[config.mk]
export PLATFORM = sky130hd
export DESIGN_NAME = keypad_scanner
export DESIGN_NICKNAME = d
export VERILOG_FILES = /design/src/rtl/keypad_pkg.sv /design/src/rtl/keypad_debouncer.sv /design/src/rtl/keypad_scanner.sv
export SDC_FILE = /design/constraint.sdc
export NUM_CORES = 1
export LEC_CHECK = 0
export CAP_MARGIN = 30
export CELL_PAD_IN_SITES_DETAIL_PLACEMENT = 1
export CELL_PAD_IN_SITES_GLOBAL_PLACEMENT = 1
export CORE_MARGIN = 2
export CORE_UTILIZATION = 40
export DETAILED_ROUTE_END_ITERATION = 6
export HOLD_SLACK_MARGIN = 0.08
export PLACE_DENSITY = 0.77
export SLEW_MARGIN = 20
export SYNTH_ARGS = -nofsm -noshare
export SYNTH_HDL_FRONTEND = slang
export SYNTH_SLANG_ARGS = --single-unit
[constraint.sdc]
create_clock -name clk -period 3.3 [get_ports clk]
set_input_delay 0.33 -clock clk [delete_from_list [all_inputs] [get_ports clk]]
set_output_delay 0.33 -clock clk [all_outputs]
set_load 0.02 [all_outputs]
[src/rtl/keypad_pkg.sv]
// Shared types and the Pmod KYPD key map for the keypad scanner slice.
// The optional auto-repeat feature is enabled with KYPD_AUTOREPEAT_EN.
package keypad_pkg;

    typedef enum logic [1:0] {
        RES_NONE,
        RES_ONE,
        RES_MULTI
    } scan_res_e;

    typedef enum logic {
        ST_IDLE,
        ST_HELD
    } deb_state_e;

    // Indexed by {col, row}
    localparam logic [3:0] KEY_MAP [16] = '{
        4'h1, 4'h4, 4'h7, 4'h0,
        4'h2, 4'h5, 4'h8, 4'hF,
        4'h3, 4'h6, 4'h9, 4'hE,
        4'hA, 4'hB, 4'hC, 4'hD
    };

endpackage

[src/rtl/keypad_debouncer.sv]
// Debounces per-scan keypad results into a held key code with press/release strobes.
// Auto-repeat of key_press while held is enabled with KYPD_AUTOREPEAT_EN.
module keypad_debouncer
    import keypad_pkg::*;
#(
    parameter int DEBOUNCE_SCANS     = 4,
    parameter int REPEAT_DELAY_SCANS = 125,
    parameter int REPEAT_RATE_SCANS  = 25
) (
    input  logic       clk,
    input  logic       reset,
    input  logic       scan_done,
    input  scan_res_e  scan_kind,
    input  logic [3:0] scan_code,
    output logic [3:0] key_code,
    output logic       key_valid,
    output logic       key_press,
    output logic       key_release
);

    localparam int DW = $clog2(DEBOUNCE_SCANS + 1);
    localparam logic [DW-1:0] STABLE = DW'(DEBOUNCE_SCANS);

    deb_state_e      state, state_n;
    scan_res_e       prev_kind, prev_kind_n;
    logic [3:0]      prev_code, prev_code_n;
    logic [3:0]      code_n;
    logic [DW-1:0]   stab, stab_n;
    logic            press_n, release_n;

    if (DEBOUNCE_SCANS < 1 || REPEAT_DELAY_SCANS < 1 || REPEAT_RATE_SCANS < 1) begin : g_bad_params
    end

`ifdef KYPD_AUTOREPEAT_EN
    localparam int RMAX = (REPEAT_DELAY_SCANS > REPEAT_RATE_SCANS) ? REPEAT_DELAY_SCANS : REPEAT_RATE_SCANS;
    localparam int RW   = $clog2(RMAX + 1);

    logic [RW-1:0] rpt, rpt_n, rpt_target;
    logic          repeating, repeating_n;
`endif

    assign key_valid = (state == ST_HELD);

    always_comb begin
        state_n     = state;
        code_n      = key_code;
        prev_kind_n = prev_kind;
        prev_code_n = prev_code;
        stab_n      = stab;
        press_n     = 1'b0;
        release_n   = 1'b0;
        if (scan_done) begin
            prev_kind_n = scan_kind;
            prev_code_n = scan_code;
            if (scan_kind == RES_MULTI) begin
                stab_n = '0;
            end else begin
                if (scan_kind == prev_kind && (scan_kind == RES_NONE || scan_code == prev_code))
                    stab_n = (stab >= STABLE) ? STABLE : stab + DW'(1);
                else
                    stab_n = DW'(1);
                if (stab_n >= STABLE) begin
                    case (state)
                        ST_IDLE: begin
                            if (scan_kind == RES_ONE) begin
                                state_n = ST_HELD;
                                code_n  = scan_code;
                                press_n = 1'b1;
                            end
                        end
                        ST_HELD: begin
                            if (scan_kind == RES_NONE) begin
                                state_n   = ST_IDLE;
                                release_n = 1'b1;
                            end else if (scan_code != key_code) begin
                                code_n    = scan_code;
                                press_n   = 1'b1;
                                release_n = 1'b1;
                            end
                        end
                        default: ;
                    endcase
                end
            end
        end
`ifdef KYPD_AUTOREPEAT_EN
        rpt_n       = rpt;
        repeating_n = repeating;
        rpt_target  = repeating ? RW'(REPEAT_RATE_SCANS) : RW'(REPEAT_DELAY_SCANS);
        // Any transition (entry, roll-over, release) restarts the delay phase
        if (state != ST_HELD || press_n || release_n) begin
            rpt_n       = '0;
            repeating_n = 1'b0;
        end else if (scan_done) begin
            if (rpt + RW'(1) == rpt_target) begin
                rpt_n       = '0;
                repeating_n = 1'b1;
                press_n     = 1'b1;
            end else begin
                rpt_n = rpt + RW'(1);
            end
        end
`endif
    end

    always_ff @(posedge clk) begin
        if (reset) begin
            state       <= ST_IDLE;
            key_code    <= '0;
            key_press   <= 1'b0;
            key_release <= 1'b0;
            prev_kind   <= RES_NONE;
            prev_code   <= '0;
            stab        <= '0;
`ifdef KYPD_AUTOREPEAT_EN
            rpt         <= '0;
            repeating   <= 1'b0;
`endif
        end else begin
            state       <= state_n;
            key_code    <= code_n;
            key_press   <= press_n;
            key_release <= release_n;
            prev_kind   <= prev_kind_n;
            prev_code   <= prev_code_n;
            stab        <= stab_n;
`ifdef KYPD_AUTOREPEAT_EN
            rpt         <= rpt_n;
            repeating   <= repeating_n;
`endif
        end
    end

endmodule

[src/rtl/keypad_scanner.sv]
// Pmod KYPD 4x4 column scanner: synchronizes rows, accumulates one result per full scan
// and hands it to the debouncer. Auto-repeat is enabled with KYPD_AUTOREPEAT_EN.
module keypad_scanner
    import keypad_pkg::*;
#(
    parameter int SCAN_CYCLES        = 100000,
    parameter int DEBOUNCE_SCANS     = 4,
    parameter int REPEAT_DELAY_SCANS = 125,
    parameter int REPEAT_RATE_SCANS  = 25
) (
    input  logic       clk,
    input  logic       reset,
    output logic [3:0] col_out,
    input  logic [3:0] row_in,
    output logic [3:0] key_code,
    output logic       key_valid,
    output logic       key_press,
    output logic       key_release
);

    localparam int CW = $clog2(SCAN_CYCLES);

    logic [3:0]    row_meta, row_sync;
    logic [CW-1:0] cyc;
    logic [1:0]    col;
    logic [1:0]    acc_cnt;
    logic [3:0]    acc_code;
    logic          window_end, scan_done;
    logic [3:0]    row_low;
    logic [2:0]    col_hits, total_hits;
    logic [1:0]    hit_row;
    logic [3:0]    scan_code;
    scan_res_e     scan_kind;

    assign window_end = (cyc == CW'(SCAN_CYCLES - 1));
    assign scan_done  = window_end && (col == 2'd3);

    // acc_cnt saturates at 2: beyond that the scan is MULTI regardless
    always_comb begin
        row_low  = ~row_sync;
        col_hits = '0;
        hit_row  = '0;
        for (int unsigned i = 0; i < 4; i++) begin
            if (row_low[i]) begin
                col_hits = col_hits + 3'd1;
                hit_row  = 2'(i);
            end
        end
        total_hits = {1'b0, acc_cnt} + col_hits;
        scan_code  = (acc_cnt == 2'd0) ? KEY_MAP[{col, hit_row}] : acc_code;
        if (total_hits == 3'd0)
            scan_kind = RES_NONE;
        else if (total_hits == 3'd1)
            scan_kind = RES_ONE;
        else
            scan_kind = RES_MULTI;
    end

    always_ff @(posedge clk) begin
        if (reset) begin
            row_meta <= '1;
            row_sync <= '1;
            cyc      <= '0;
            col      <= '0;
            col_out  <= 4'b1110;
            acc_cnt  <= '0;
            acc_code <= '0;
        end else begin
            row_meta <= row_in;
            row_sync <= row_meta;
            if (window_end) begin
                cyc     <= '0;
                col     <= col + 2'd1;
                col_out <= {col_out[2:0], col_out[3]};
                if (col == 2'd3) begin
                    acc_cnt  <= '0;
                    acc_code <= '0;
                end else begin
                    acc_cnt  <= (total_hits > 3'd1) ? 2'd2 : total_hits[1:0];
                    acc_code <= scan_code;
                end
            end else begin
                cyc <= cyc + CW'(1);
            end
        end
    end

    keypad_debouncer #(
        .DEBOUNCE_SCANS     (DEBOUNCE_SCANS),
        .REPEAT_DELAY_SCANS (REPEAT_DELAY_SCANS),
        .REPEAT_RATE_SCANS  (REPEAT_RATE_SCANS)
    ) u_debouncer (
        .clk         (clk),
        .reset       (reset),
        .scan_done   (scan_done),
        .scan_kind   (scan_kind),
        .scan_code   (scan_code),
        .key_code    (key_code),
        .key_valid   (key_valid),
        .key_press   (key_press),
        .key_release (key_release)
    );

endmodule
=== Word-level counts from Yosys, hierarchy flattened ===
Memory sizes are Yosys's and may differ from the RTL's.
Index checks and enable logic that the tools add are counted.

* Bits of input ports: 6
* Memories: 1
* Output and inout port bits: 11
* Logic and storage cells: 85
* Register bits after elaboration: 53
* Bits in read-only memories: 64

* Add/sub/neg operators: 7
* Reduce and logical (&&, ||, !) cells: 11
* Bitwise operators: 6
* Order comparisons: 4
* Multiplexer cells: 31
* Eq/ne operators: 11

{| class="wikitable"
|+ Memory list
! memory !! depth !! width !! read ports !! clocked after memory_dff !! write ports !! RTL line !! text
|-
| (no name shown) || 16 || 4 || 1 || 0 || 0 || keypad_scanner.sv:50 || <nowiki>scan_code = (acc_cnt == 2'd0) ? KEY_MAP[{col, hit_row}] : acc_code;</nowiki>
|}

{| class="wikitable"
|+ Operators by type and width
! kind !! number
|-
| $mux W4 || 7
|-
| $mux W3 || 8
|-
| $add A17 B1 Y17 const B || 1
|-
| $eq A17 B17 Y1 const B || 1
|-
| $add A3 B1 Y3 const B || 4
|-
| $mux W2 || 6
|-
| $pmux W4 S2 || 1
|-
| $mux W1 || 7
|-
| $ge A3 B3 Y1 const B || 2
|-
| $reduce_and A6 Y1 || 1
|-
| $ge A5 B5 Y1 const B || 1
|-
| $not A4 Y5 || 1
|-
| $reduce_or A5 Y1 || 1
|-
| $eq A2 B2 Y1 const B || 2
|-
| $eq A4 B4 Y1 || 1
|-
| $logic_not A2 Y1 || 2
|-
| $ne A2 B2 Y1 const B || 2
|-
| $ne A4 B4 Y1 || 1
|-
| $not A1 Y1 || 4
|-
| $not A4 Y4 || 1
|-
| $pmux W1 S2 || 2
|-
| $reduce_or A4 Y1 || 1
|-
| $add A2 B3 Y3 || 1
|-
| $eq A3 B1 Y1 const B || 1
|-
| 10 further kinds || 11
|}

=== Depth between registers and ports, before layout ===
Gate-level depths: netlist of the first run.

* Word-level depth: 21
* Depth in mapped cells: 13
* Mapped depth without buffers: 13

=== By module ===
From an unflattened synthesis of the first run, not the netlist that was laid out.

* Cell total of the unflattened synthesis: 302
* Area total of the unflattened synthesis: 2,703.8 um^2

{| class="wikitable"
|+ Modules (own cells, without submodules)
! module !! times used !! cells each !! seq. area each (um^2) !! area each (um^2)
|-
| keypad_scanner || 1 || 213 || 740.7 || 1,843.0
|-
| keypad_debouncer || 1 || 89 || 320.3 || 860.8
|}

=== Worst setup path after synthesis of the first run ===
Ideal clock, no wire load.

* Path kind: reg-to-reg
* From: reg row_sync[1]
* To: reg u_debouncer.key_code[1]
* Path buffers: 0
* Arrival: 3,171 ps
* Data required time: 3,214 ps
* Library setup time: 86 ps
* Slack: 44 ps
* Clock period less this slack: 3,256 ps
* Stages on the path, launching flop included: 13
* Cell sequence: dfxtp_1 -> inv_1 -> ha_1 -> xnor2_1 -> ha_1 -> mux2_2 -> fa_1 -> xnor3_1 -> nor2b_1 -> and4_1 -> and4_4 -> a21oi_1 -> a211oi_1

* Cells in the longest elaborated chain, start to end: 18
* Elaborated cells between the ends (all ways): 40
* Those cells by class: add/sub (3); order compare (1); eq/ne (9); mux (18); bitwise (3); reduce/logical (5); memory (1)

{| class="wikitable"
|+ RTL lines
! item !! RTL line !! text
|-
| from (decl) || keypad_scanner.sv:23 || <nowiki>logic [3:0] row_meta, row_sync;</nowiki>
|-
| from (signal assigned) || keypad_scanner.sv:70 || <nowiki>row_sync <= row_meta;</nowiki>
|-
| $not A4 Y4 * || keypad_scanner.sv:40 || <nowiki>row_low = ~row_sync;</nowiki>
|-
| $mux W3 || keypad_scanner.sv:44 || <nowiki>if (row_low[i]) begin</nowiki>
|-
| $add A3 B1 Y3 || keypad_scanner.sv:45 || <nowiki>col_hits = col_hits + 3'd1;</nowiki>
|-
| $mux W3 || keypad_scanner.sv:44 ||
|-
| $add A3 B1 Y3 || keypad_scanner.sv:45 ||
|-
| $mux W3 || keypad_scanner.sv:44 ||
|-
| $add A2 B3 Y3 || keypad_scanner.sv:49 || <nowiki>total_hits = {1'b0, acc_cnt} + col_hits;</nowiki>
|-
| $eq A3 B1 Y1 || keypad_scanner.sv:53 || <nowiki>else if (total_hits == 3'd1)</nowiki>
|-
| [... 2 more ...] || -- ||
|-
| $logic_not A2 Y1 || keypad_debouncer.sv:58, keypad_debouncer.sv:72 ||
|-
| $logic_or A1 B1 Y1 || keypad_debouncer.sv:58 || <nowiki>if (scan_kind == prev_kind && (scan_kind == RES_NONE || scan_code == prev_code))</nowiki>
|-
| $logic_and A1 B1 Y1 || keypad_debouncer.sv:58 ||
|-
| $mux W3 || keypad_debouncer.sv:58 ||
|-
| $mux W3 || keypad_debouncer.sv:55 || <nowiki>if (scan_kind == RES_MULTI) begin</nowiki>
|-
| $mux W3 || keypad_debouncer.sv:52 || <nowiki>if (scan_done) begin</nowiki>
|-
| $ge A3 B3 Y1 || keypad_debouncer.sv:62 || <nowiki>if (stab_n >= STABLE) begin</nowiki>
|-
| $reduce_and A6 Y1 (no source line) || -- ||
|-
| to (signal assigned) || keypad_debouncer.sv:121 || <nowiki>key_code <= code_n;</nowiki>
|-
| to (decl) || keypad_debouncer.sv:15 || <nowiki>output logic [3:0] key_code,</nowiki>
|}

Every way passes the cells marked *; elsewhere a longest branch is shown, timed or not. The select of a mux whose other input is x is not followed.
A chain may end at the register's enable or synchronous reset.

=== Worst setup path after layout of the first run ===
* From: reg row_sync[0]
* To: reg u_debouncer.key_code[3]

* Cells in the longest elaborated chain, start to end: 20
* Elaborated cells between the ends (all ways): 27
* Those cells by class: add/sub (4); order compare (1); eq/ne (6); mux (9); bitwise (2); reduce/logical (5)

{| class="wikitable"
|+ RTL lines
! item !! RTL line
|-
| $not A4 Y4 * || keypad_scanner.sv:40
|-
| $mux W1 * || keypad_scanner.sv:44
|-
| $add A3 B1 Y3 || keypad_scanner.sv:45
|-
| $mux W3 * || keypad_scanner.sv:44
|-
| $add A3 B1 Y3 || keypad_scanner.sv:45
|-
| $mux W3 * || keypad_scanner.sv:44
|-
| $add A3 B1 Y3 || keypad_scanner.sv:45
|-
| $mux W3 * || keypad_scanner.sv:44
|-
| [... 4 more ...] || --
|-
| $logic_not A2 Y1 || keypad_debouncer.sv:58, keypad_debouncer.sv:72
|-
| $logic_or A1 B1 Y1 || keypad_debouncer.sv:58
|-
| $logic_and A1 B1 Y1 || keypad_debouncer.sv:58
|-
| $mux W3 || keypad_debouncer.sv:58
|-
| $mux W3 || keypad_debouncer.sv:55
|-
| $mux W3 || keypad_debouncer.sv:52
|-
| $ge A3 B3 Y1 || keypad_debouncer.sv:62
|-
| $reduce_and A6 Y1 (no source line) * || --
|}

Marked as above.

==> results of run 1 <==
timing repair:
item,4_1_cts,5_1_grt
endpoints found under the hold margin,0,0
setup buffers,0,0
hold buffers,0,0
gates resized for setup,3,10
endpoints found under the setup margin,6,6
pin swaps,1,3
logic make-up (layout without fill, tap and decap cells):
group	count (synthesis)	in the layout	share of synthesized area
AO/OA/AOI/OAI	66	66	0.1668
XOR/XNOR	22	22	0.07340
adder cells (fa/ha/maj)	12	12	0.05605
buffers and inverters	25	41	0.03781
flip-flops	53	53	0.3772
multiplexers	4	4	0.01468
AND/OR/NAND/NOR	150	150	0.2740
registers in the layout (all words and copies together) (netlist names), named ones only:
signal / count
acc_cnt: 2
acc_code: 4
col: 2
col_out: 4
cyc: 17
row_meta: 4
row_sync: 4
u_debouncer.key_code: 4
u_debouncer.key_press: 1
u_debouncer.key_release: 1
u_debouncer.prev_code: 4
u_debouncer.prev_kind: 2
u_debouncer.stab: 3
cell usage after synthesis (all sizes together), types with 2 or more instances:
cell	n	area share
nand4	7	0.016
o2111ai	3	0.0093
or3	2	0.0044
nand3	13	0.023
nand2b	5	0.011
xor2	10	0.031
a311oi	2	0.0062
a21oi	17	0.030
ha	11	0.049
nor3b	4	0.012
dfxtp	53	0.38
o31ai	2	0.0053
inv	11	0.015
a211o	4	0.012
nand2	26	0.035
mux2i	3	0.011
o311ai	3	0.0093
or4	2	0.0053
o21ai	11	0.020
and2	5	0.011
and3	5	0.012
nor3	5	0.0089
nor2	48	0.064
buf	6	0.012
o21a	3	0.0080
xnor2	11	0.034
or2	10	0.022
clkbuf	8	0.011
nor4	4	0.0089
and4	4	0.013
nor2b	7	0.016
o22ai	5	0.013
a211oi	5	0.013
layout make-up:
cell class	instances	area, µm²	share of cell area
tap	96	120.1	0.03730
multi-input combinational	254	1707	0.5299
timing repair buffer	22	205.2	0.06371
clock inverter	3	17.52	0.005439
sequential	53	1061	0.3294
clock buffer	5	68.82	0.02137
inverter	11	41.29	0.01282
critical path, stage by stage, from the launching register on:
cell,delay [ns]
dfxtp_1,0.34
inv_1,0.07
ha_4,0.25
xnor2_2,0.14
ha_1,0.30
mux2_2,0.28
fa_1,0.41
xnor3_2,0.28
nor2b_4,0.18
and4_1,0.21
and4_4,0.25
a21oi_1,0.07
a211oi_1,0.19
routing by layer:
metal,vias up,wire (µm),track usage,share of wire
met1,1218,3195,0.2525,0.47
met2,28,3285,0.3292,0.49
met4,0,81,0.04895,0.012
met5,-,0,0,0
li1,1204,-,-,-
met3,8,211,0.03205,0.031
power groups by stage:
stage / Sequential [mW] / Clock [mW] / Combinational [mW]
after floorplan: 0.665 / 0 / 0.0770
after global placement: 0.668 / 0 / 0.108
after detailed placement: 0.668 / 0 / 0.109
after CTS: 0.654 / 0.378 / 0.113
after global routing: 0.655 / 0.394 / 0.131
final: 0.653 / 0.361 / 0.117
through the flow:
| step | util | hold WS (ns) | instances | setup TNS (ns) |
|---|---|---|---|---|
| after floorplan | - | 0.3895 | 332 | 0 |
| after global routing | 0.4740 | 0.4236 | 444 | 0 |
| after global placement | 0.4523 | 0.3988 | 436 | 0 |
| after CTS | 0.4672 | 0.4175 | 444 | 0 |
| final | 0.4740 | 0.4161 | 444 | 0 |
| after detailed placement | 0.4523 | 0.3950 | 436 | -0.2780 |
path summary, 6_finish.rpt:
kind,from,to,slack (ns),cells after the start
worst max-delay path,row_sync[0]$_SDFF_PP1_,u_debouncer.key_code[3]$_SDFFE_PP0P_,0.25,12
worst max register to register,row_sync[0]$_SDFF_PP1_,u_debouncer.key_code[3]$_SDFFE_PP0P_,0.25,12
worst min register to register,row_meta[2]$_SDFF_PP1_,row_sync[2]$_SDFF_PP1_,0.42,1
worst min-delay path,row_meta[2]$_SDFF_PP1_,row_sync[2]$_SDFF_PP1_,0.42,1
==> flow_summary.ini, run 1 <==
[worst_setup_path]
arrival_ns = 3.27
critPathRequiredTime_ns = 3.52
critPathLaunchType = flop
endpoint_kind = flop
path_max_fanout = 4
crit_type = reg -> reg

[drt]
drc_errors = 0
ant_nets = 0
wl_um = 6773
post_drt_wl_per_cell_um = 15.25
first_pass_iters = 5
vias_per_cell = 5.536
drt-initial-drc-count = 98
vias = 2458

[sta]
worst_pin_slew_ns = 0.5108
finalCritPeriodShare = 0.9249
min_period_ns = 3.052
grt_setup_unrepaired = no
hold_violations = 0
maxSlewHeadroom = 0.6584
final-max-slew-violation-count = 0
setup_viol_count_final = 0
clock_skew_ns = 0.006663
fin_ws_ns = 0.2477
max_freq_mhz = 327.6

[place]
place_hpwl_um = 5021
place_ws_ns = -0.09568
gpl.final_weighted_congestion = 0.8067
io_buffers = 16
dpl_cell_area_mm2 = 0.003073

[global_route]
grt_usage = 0.1925
grt_start_max_net_pins = 21
grt_pass1_wl_um = 11840
grt_pass1_vias = 2509
antenna_found_initial = 0
overflow = 0

[finish]
syn_to_final_growth_pct = 14.50
layout_common_cells = dfxtp_1 (53), nor2_1 (46), nand2_1 (26)
num_antenna_cells = 0
fin_nets = 365
drive_gt1_frac = 0.1236
final_common_cell = dfxtp_1
final_area_mm2 = 0.003221
fillers = 830

[logic_synthesis]
synth_edf_count = 0
synthFlopType = dfxtp_1
syn_nets = 350
synth_seq_cells = 53
syn-instance-count = 332
synth.avg_cell_area_um2 = 8.472
syn-cell-area_mm2 = 0.002813
async_reset_ff_frac = 0
synth_cell_types = 59
yosysWarnings = 0
ys_seq_area_frac = 0.3772

[clock_network]
root_buffer = clkbuf_8
numClockSinks = 53
cts_tree = done
clk_latency_ns = 0.31
clk_pin_slew_ns = 0.09
cts_buffers = 5
htreeDepth = 2
cts.path.max_buffers = 2

[floorplan]
rows = 30
ios = 17
initial_utilization = 0.4140
die_y_um = 87.86
dieArea_mm2 = 0.007719
core-area_mm2 = 0.006794
die_x_um = 87.86

[power]
p_total_mw = 1.131
clockPowerShare = 0.319
p_int_mw = 0.8445
power.share.combinational = 0.103
ir_worst_vdd_mv = 0.2282
p_switching_mw = 0.2863
switching_share = 0.2532
power.density_mw_per_mm2 = 351.1
p_seq_frac = 0.578
cellLeakagePower_nw = 1.170

[outcome]
status = completed

[min_path]
hold_class = reg -> reg

[run]
maxCapViolations = 0
(Power assumes the default switching activity.)
==> inputs of run 2 (changes only) <==
CORE_UTILIZATION = 29   (was 40)
PLACE_DENSITY = 0.6   (was 0.77)
==> flow_summary.ini, run 2 (same netlist as run 1, synthesis figures left out) <==
[global_route]
gr-usage-met1 = 0.1838
grt_pass1_wl_um = 11950
grt_usage = 0.1440
grt_start_max_net_pins = 21
overflow = 0
busiest_layer = met2
grt_pass1_vias = 2512
grt_use_met3 = 0.02257
grt_util_met2 = 0.2544
antenna_found_initial = 0

[worst_setup_path]
arrival_ns = 3.33
critPathMaxStageDelay_ns = 0.40
r2r-start = row_sync[0]$_SDFF_PP1_
reg2regPathDepth = 13
critPathLaunchType = flop
cpMaxStageDelayCell = fa_1
r2r_slack_ns = 0.21
critPathRequiredTime_ns = 3.53
path_max_fanout = 6
endpoint_kind = flop
path_cells = inv_1, ha_4, xnor2_2, ha_1, mux2_2, fa_1, xnor3_1, nor2b_1, buf_4, and4_1, and4_4, a21oi_1, a211oi_1
r2r-end = u_debouncer.key_code[3]$_SDFFE_PP0P_
crit_type = reg -> reg

[power]
ir_worst_vdd_mv = 0.1966
power.density_mw_per_mm2 = 377.8
p_seq_frac = 0.531
p_switching_mw = 0.3035
power.share.combinational = 0.092
cellLeakagePower_nw = 1.174
clockPowerShare = 0.377
p_int_mw = 0.9293
switching_share = 0.2462

[min_path]
holdPathEnd = row_sync[1]$_SDFF_PP1_
hold_class = reg -> reg
min_from = row_meta[1]$_SDFF_PP1_
hold_depth = 1

[sta]
setup_viol_count_final = 0
maxSlewHeadroom = 0.6397
fin_hold_ws_ns = 0.4214
max_freq_mhz = 323.5
min_period_ns = 3.092
hold_violations = 0
final-max-slew-violation-count = 0
worst_pin_slew_ns = 0.5372
clock_skew_ns = 0.01145
fin_ws_ns = 0.2085
grt_setup_unrepaired = no
finalCritPeriodShare = 0.9368

[outcome]
status = completed

[finish]
num_antenna_cells = 0
largest_reg_flops = 17
syn_to_final_growth_pct = 16.01
layout_common_cells = dfxtp_1 (53), nor2_1 (48), nand2_1 (26)
multi_input_area_mm2 = 0.001668
drive_gt1_frac = 0.1032
top_register = cyc
fin_nets = 366
regArea_mm2 = 0.001061
final_common_cell = dfxtp_1
fin_cells = 478
fillers = 1078

[drt]
first_pass_iters = 4
vias_per_cell = 4.941
wl_um = 6750
post_drt_wl_per_cell_um = 14.12
vias = 2362
drc_errors = 0
drt-initial-drc-count = 51
ant_nets = 0

[floorplan]
die_x_um = 102.5
die_y_um = 102.5
dieArea_mm2 = 0.01050
ios = 17
rows = 35
core-area_mm2 = 0.009328
initial_utilization = 0.3015

[clock_network]
cts_buffers = 5
clk_pin_slew_ns = 0.10
ctsHoldBuffers = 0
post_cts.repair.setup_buffers = 0
cts.path.max_buffers = 2
htreeDepth = 2
cts_tree = done
root_buffer = clkbuf_8
clk_latency_ns = 0.31
numClockSinks = 53

[place]
place_hpwl_um = 5103
place_ws_ns = -0.03312
dp.cells = 470
gpl.final_weighted_congestion = 0.7600
io_buffers = 16

[run]
maxCapViolations = 0
[run 2: cell count changes in the layout (fill, tap and decap cells not counted), moves of 2 or more]
cell      previous run  this run
clkinv_2             2         0
nor2_1              46        48
nor2_2               2         0
nor4_1               2         4
nor4_2               2         0
[run 2: critical path: cells and delay by family, from the launching register on]
| kind | cells | cell delay (ns) |
|---|---|---|
| AOI/OAI and AO/OA | 2 | 0.29 |
| buffers and inverters | 2 | 0.22 |
| and+or+nand+nor | 3 | 0.59 |
| adders and majority gates | 3 | 0.94 |
| muxes | 1 | 0.27 |
| xor gates and xnor gates | 2 | 0.36 |
| DFF | 1 | 0.34 |
[run 2: power by group through the flow]
stage	sequential, mW	combinational (mW)	clock [mW]
after floorplan	0.665	0.0770	0
after global placement	0.668	0.111	0
after detailed placement	0.668	0.112	0
after CTS	0.654	0.115	0.488
after global routing	0.656	0.129	0.511
final	0.654	0.113	0.465
[run 2: layout make-up]
cell class | instances | area share
inverters | 11 | 0.01265
clock buffers | 5 | 0.02109
repair buffers | 23 | 0.06518
well taps | 129 | 0.04946
multi-input cells | 254 | 0.5111
flip-flops and latches | 53 | 0.3252
clock inverters | 3 | 0.01534
[run 2: worst max-delay path by stage]
| stage | startpoint | end | cells after the start |
|---|---|---|---|
| after global routing | row_sync[0]$_SDFF_PP1_ | u_debouncer.key_code[3]$_SDFFE_PP0P_ | 13 |
| final | row_sync[0]$_SDFF_PP1_ | u_debouncer.key_code[3]$_SDFFE_PP0P_ | 13 |
| after floorplan | row_sync[1]$_SDFF_PP1_ | u_debouncer.key_code[1]$_SDFFE_PP0P_ | 12 |
| after detailed placement | row_sync[0]$_SDFF_PP1_ | u_debouncer.key_code[3]$_SDFFE_PP0P_ | 13 |
| after CTS | row_sync[1]$_SDFF_PP1_ | u_debouncer.key_code[3]$_SDFFE_PP0P_ | 13 |
| after global placement | row_sync[0]$_SDFF_PP1_ | u_debouncer.key_code[3]$_SDFFE_PP0P_ | 13 |
[run 2: what timing repair did]
action                     4_1_cts  5_1_grt
pin swaps                        0        2
resized for setup                2        2
setup endpoints to repair        3        7
cloned                           0        0
[run 2: per-layer routing]
layer	vias to the layer above	wire [µm]
li1	1203	-
met1	1134	3254
met2	20	3274
met3	5	156
met4	0	65
met5	-	0
[run 2: stage by stage]
stage	power [mW]	utilization	instance area (µm²)	TNS (ns)
2_1_floorplan	0.7420	-	2813	0
3_3_place_gp	0.7784	0.3347	3122	0
3_5_place_dp	0.7801	0.3347	3122	-0.07685
4_1_cts	1.258	0.3496	3261	0
5_1_grt	1.296	0.3498	3263	0
6_report	1.233	0.3498	3263	0
==> inputs of run 3 (changes only) <==
CORE_ASPECT_RATIO = 1.2   (was unset)
==> flow_summary.ini, run 3 (same netlist as run 1, synthesis figures left out) <==
[worst_setup_path]
path_delay_family = adder cells
path_buf_inv = 2
arrival_ns = 3.27
critPathRequiredTime_ns = 3.51
endpoint_kind = flop
critPathMaxStageDelay_ns = 0.40
critPathLaunchType = flop
crit_type = reg -> reg
path_cells = inv_1, ha_4, xnor2_2, ha_1, mux2_2, fa_1, xnor3_2, nor2b_4, buf_4, nor2_1, a41oi_2, a21oi_1, a211oi_1
cpMaxStageDelayCell = fa_1
path_max_fanout = 4

[sta]
grt_setup_unrepaired = no
maxSlewHeadroom = 0.6561
min_period_ns = 3.062
fin_hold_ws_ns = 0.4120
setup_viol_count_final = 0
hold_violations = 0
final.setup.tns_ns = 0
final-max-slew-violation-count = 0
finalCritPeriodShare = 0.9280
max_freq_mhz = 326.6
clock_skew_ns = 0.01147
worst_pin_slew_ns = 0.5140

[drt]
drt-initial-drc-count = 61
vias = 2418
wl_um = 7248
ant_nets = 0
drc_errors = 0
vias_per_cell = 5.112
first_pass_iters = 4
post_drt_wl_per_cell_um = 15.32

[floorplan]
die_x_um = 93.90
rows = 39
die_y_um = 111.9
ios = 17
core-area_mm2 = 0.009467
dieArea_mm2 = 0.01051
initial_utilization = 0.2971

[place]
place_hpwl_um = 5455
gpl.final_weighted_congestion = 0.8281
io_buffers = 16

[finish]
final_common_cell = dfxtp_1
largest_reg_flops = 17
regArea_mm2 = 0.001062
top_register = cyc
num_antenna_cells = 0
syn_to_final_growth_pct = 18.77
fillers = 1136
fin_nets = 367
drive_gt1_frac = 0.1200
layout_common_cells = dfxtp_1 (52), nor2_1 (47), nand2_1 (26)
multi_input_area_mm2 = 0.001695

[clock_network]
clk_latency_ns = 0.30
cts_tree = done
htreeDepth = 2
clk_pin_slew_ns = 0.07
cts.path.max_buffers = 2
root_buffer = clkbuf_16
cts_buffers = 5
numClockSinks = 53

[min_path]
hold_class = reg -> reg

[power]
p_seq_frac = 0.477
clockPowerShare = 0.435
ir_worst_vdd_mv = 0.1748
power.share.combinational = 0.088
switching_share = 0.2270
p_int_mw = 1.059
cellLeakagePower_nw = 1.219
p_switching_mw = 0.3111
power.density_mw_per_mm2 = 410.3

[global_route]
grt_usage = 0.1470
grt_pass1_wl_um = 12490
grt_pass1_vias = 2555
grt_start_max_net_pins = 33
overflow = 0
antenna_found_initial = 0

[outcome]
status = completed

[run]
maxCapViolations = 0
-- run 3: final timing paths --
check / from / to / slack [ns] / cells after the start
max: row_sync[0]$_SDFF_PP1_ / u_debouncer.key_code[3]$_SDFFE_PP0P_ / 0.24 / 13
min: row_meta[2]$_SDFF_PP1_ / row_sync[2]$_SDFF_PP1_ / 0.41 / 1
max reg2reg: row_sync[0]$_SDFF_PP1_ / u_debouncer.key_code[3]$_SDFFE_PP0P_ / 0.24 / 13
min reg2reg: row_meta[2]$_SDFF_PP1_ / row_sync[2]$_SDFF_PP1_ / 0.41 / 1
-- run 3: through the flow --
stage / cells / area [µm²] / utilization / power (mW) / setup slack, ns
5_1_grt: 473 / 3341 / 0.3529 / 1.433 / 0.04358
3_5_place_dp: 465 / 3122 / 0.3298 / 0.7834 / -0.1153
6_report: 473 / 3341 / 0.3529 / 1.371 / 0.2377
2_1_floorplan: 332 / 2813 / - / 0.7420 / 0.04367
4_1_cts: 473 / 3312 / 0.3499 / 1.386 / 0.08318
3_3_place_gp: 465 / 3122 / 0.3298 / 0.7805 / 0.007641
-- run 3: layer usage --
metal / up-vias / GRT usage / share of wire
li1: 1208 / - / -
met1: 1185 / 0.1863 / 0.46
met5: - / 0 / 0
met2: 16 / 0.2600 / 0.51
met4: 0 / 0.03961 / 0.013
met3: 9 / 0.01894 / 0.012
-- run 3: power groups by stage --
stage	Combinational [mW]	Sequential, mW	Clock, mW
6_report	0.120	0.654	0.596
4_1_cts	0.120	0.653	0.613
2_1_floorplan	0.0770	0.665	0
3_3_place_gp	0.113	0.668	0
3_5_place_dp	0.115	0.668	0
5_1_grt	0.135	0.655	0.643
-- run 3: what timing repair did --
| action | in CTS | in global routing |
|---|---|---|
| pin swaps | 1 | 1 |
| setup buffers | 0 | 0 |
| hold buffers | 0 | 0 |
| setup endpoints to repair | 7 | 8 |
| resized for setup | 4 | 8 |
-- run 3: area by class of cell --
cell class                 instances  area share
timing repair buffer              24     0.06592
clock buffer                       6     0.03858
multi-input combinational        254      0.5075
sequential                        53      0.3180
clock inverter                     2     0.01161
inverter                          11     0.01236
tap                              123     0.04607
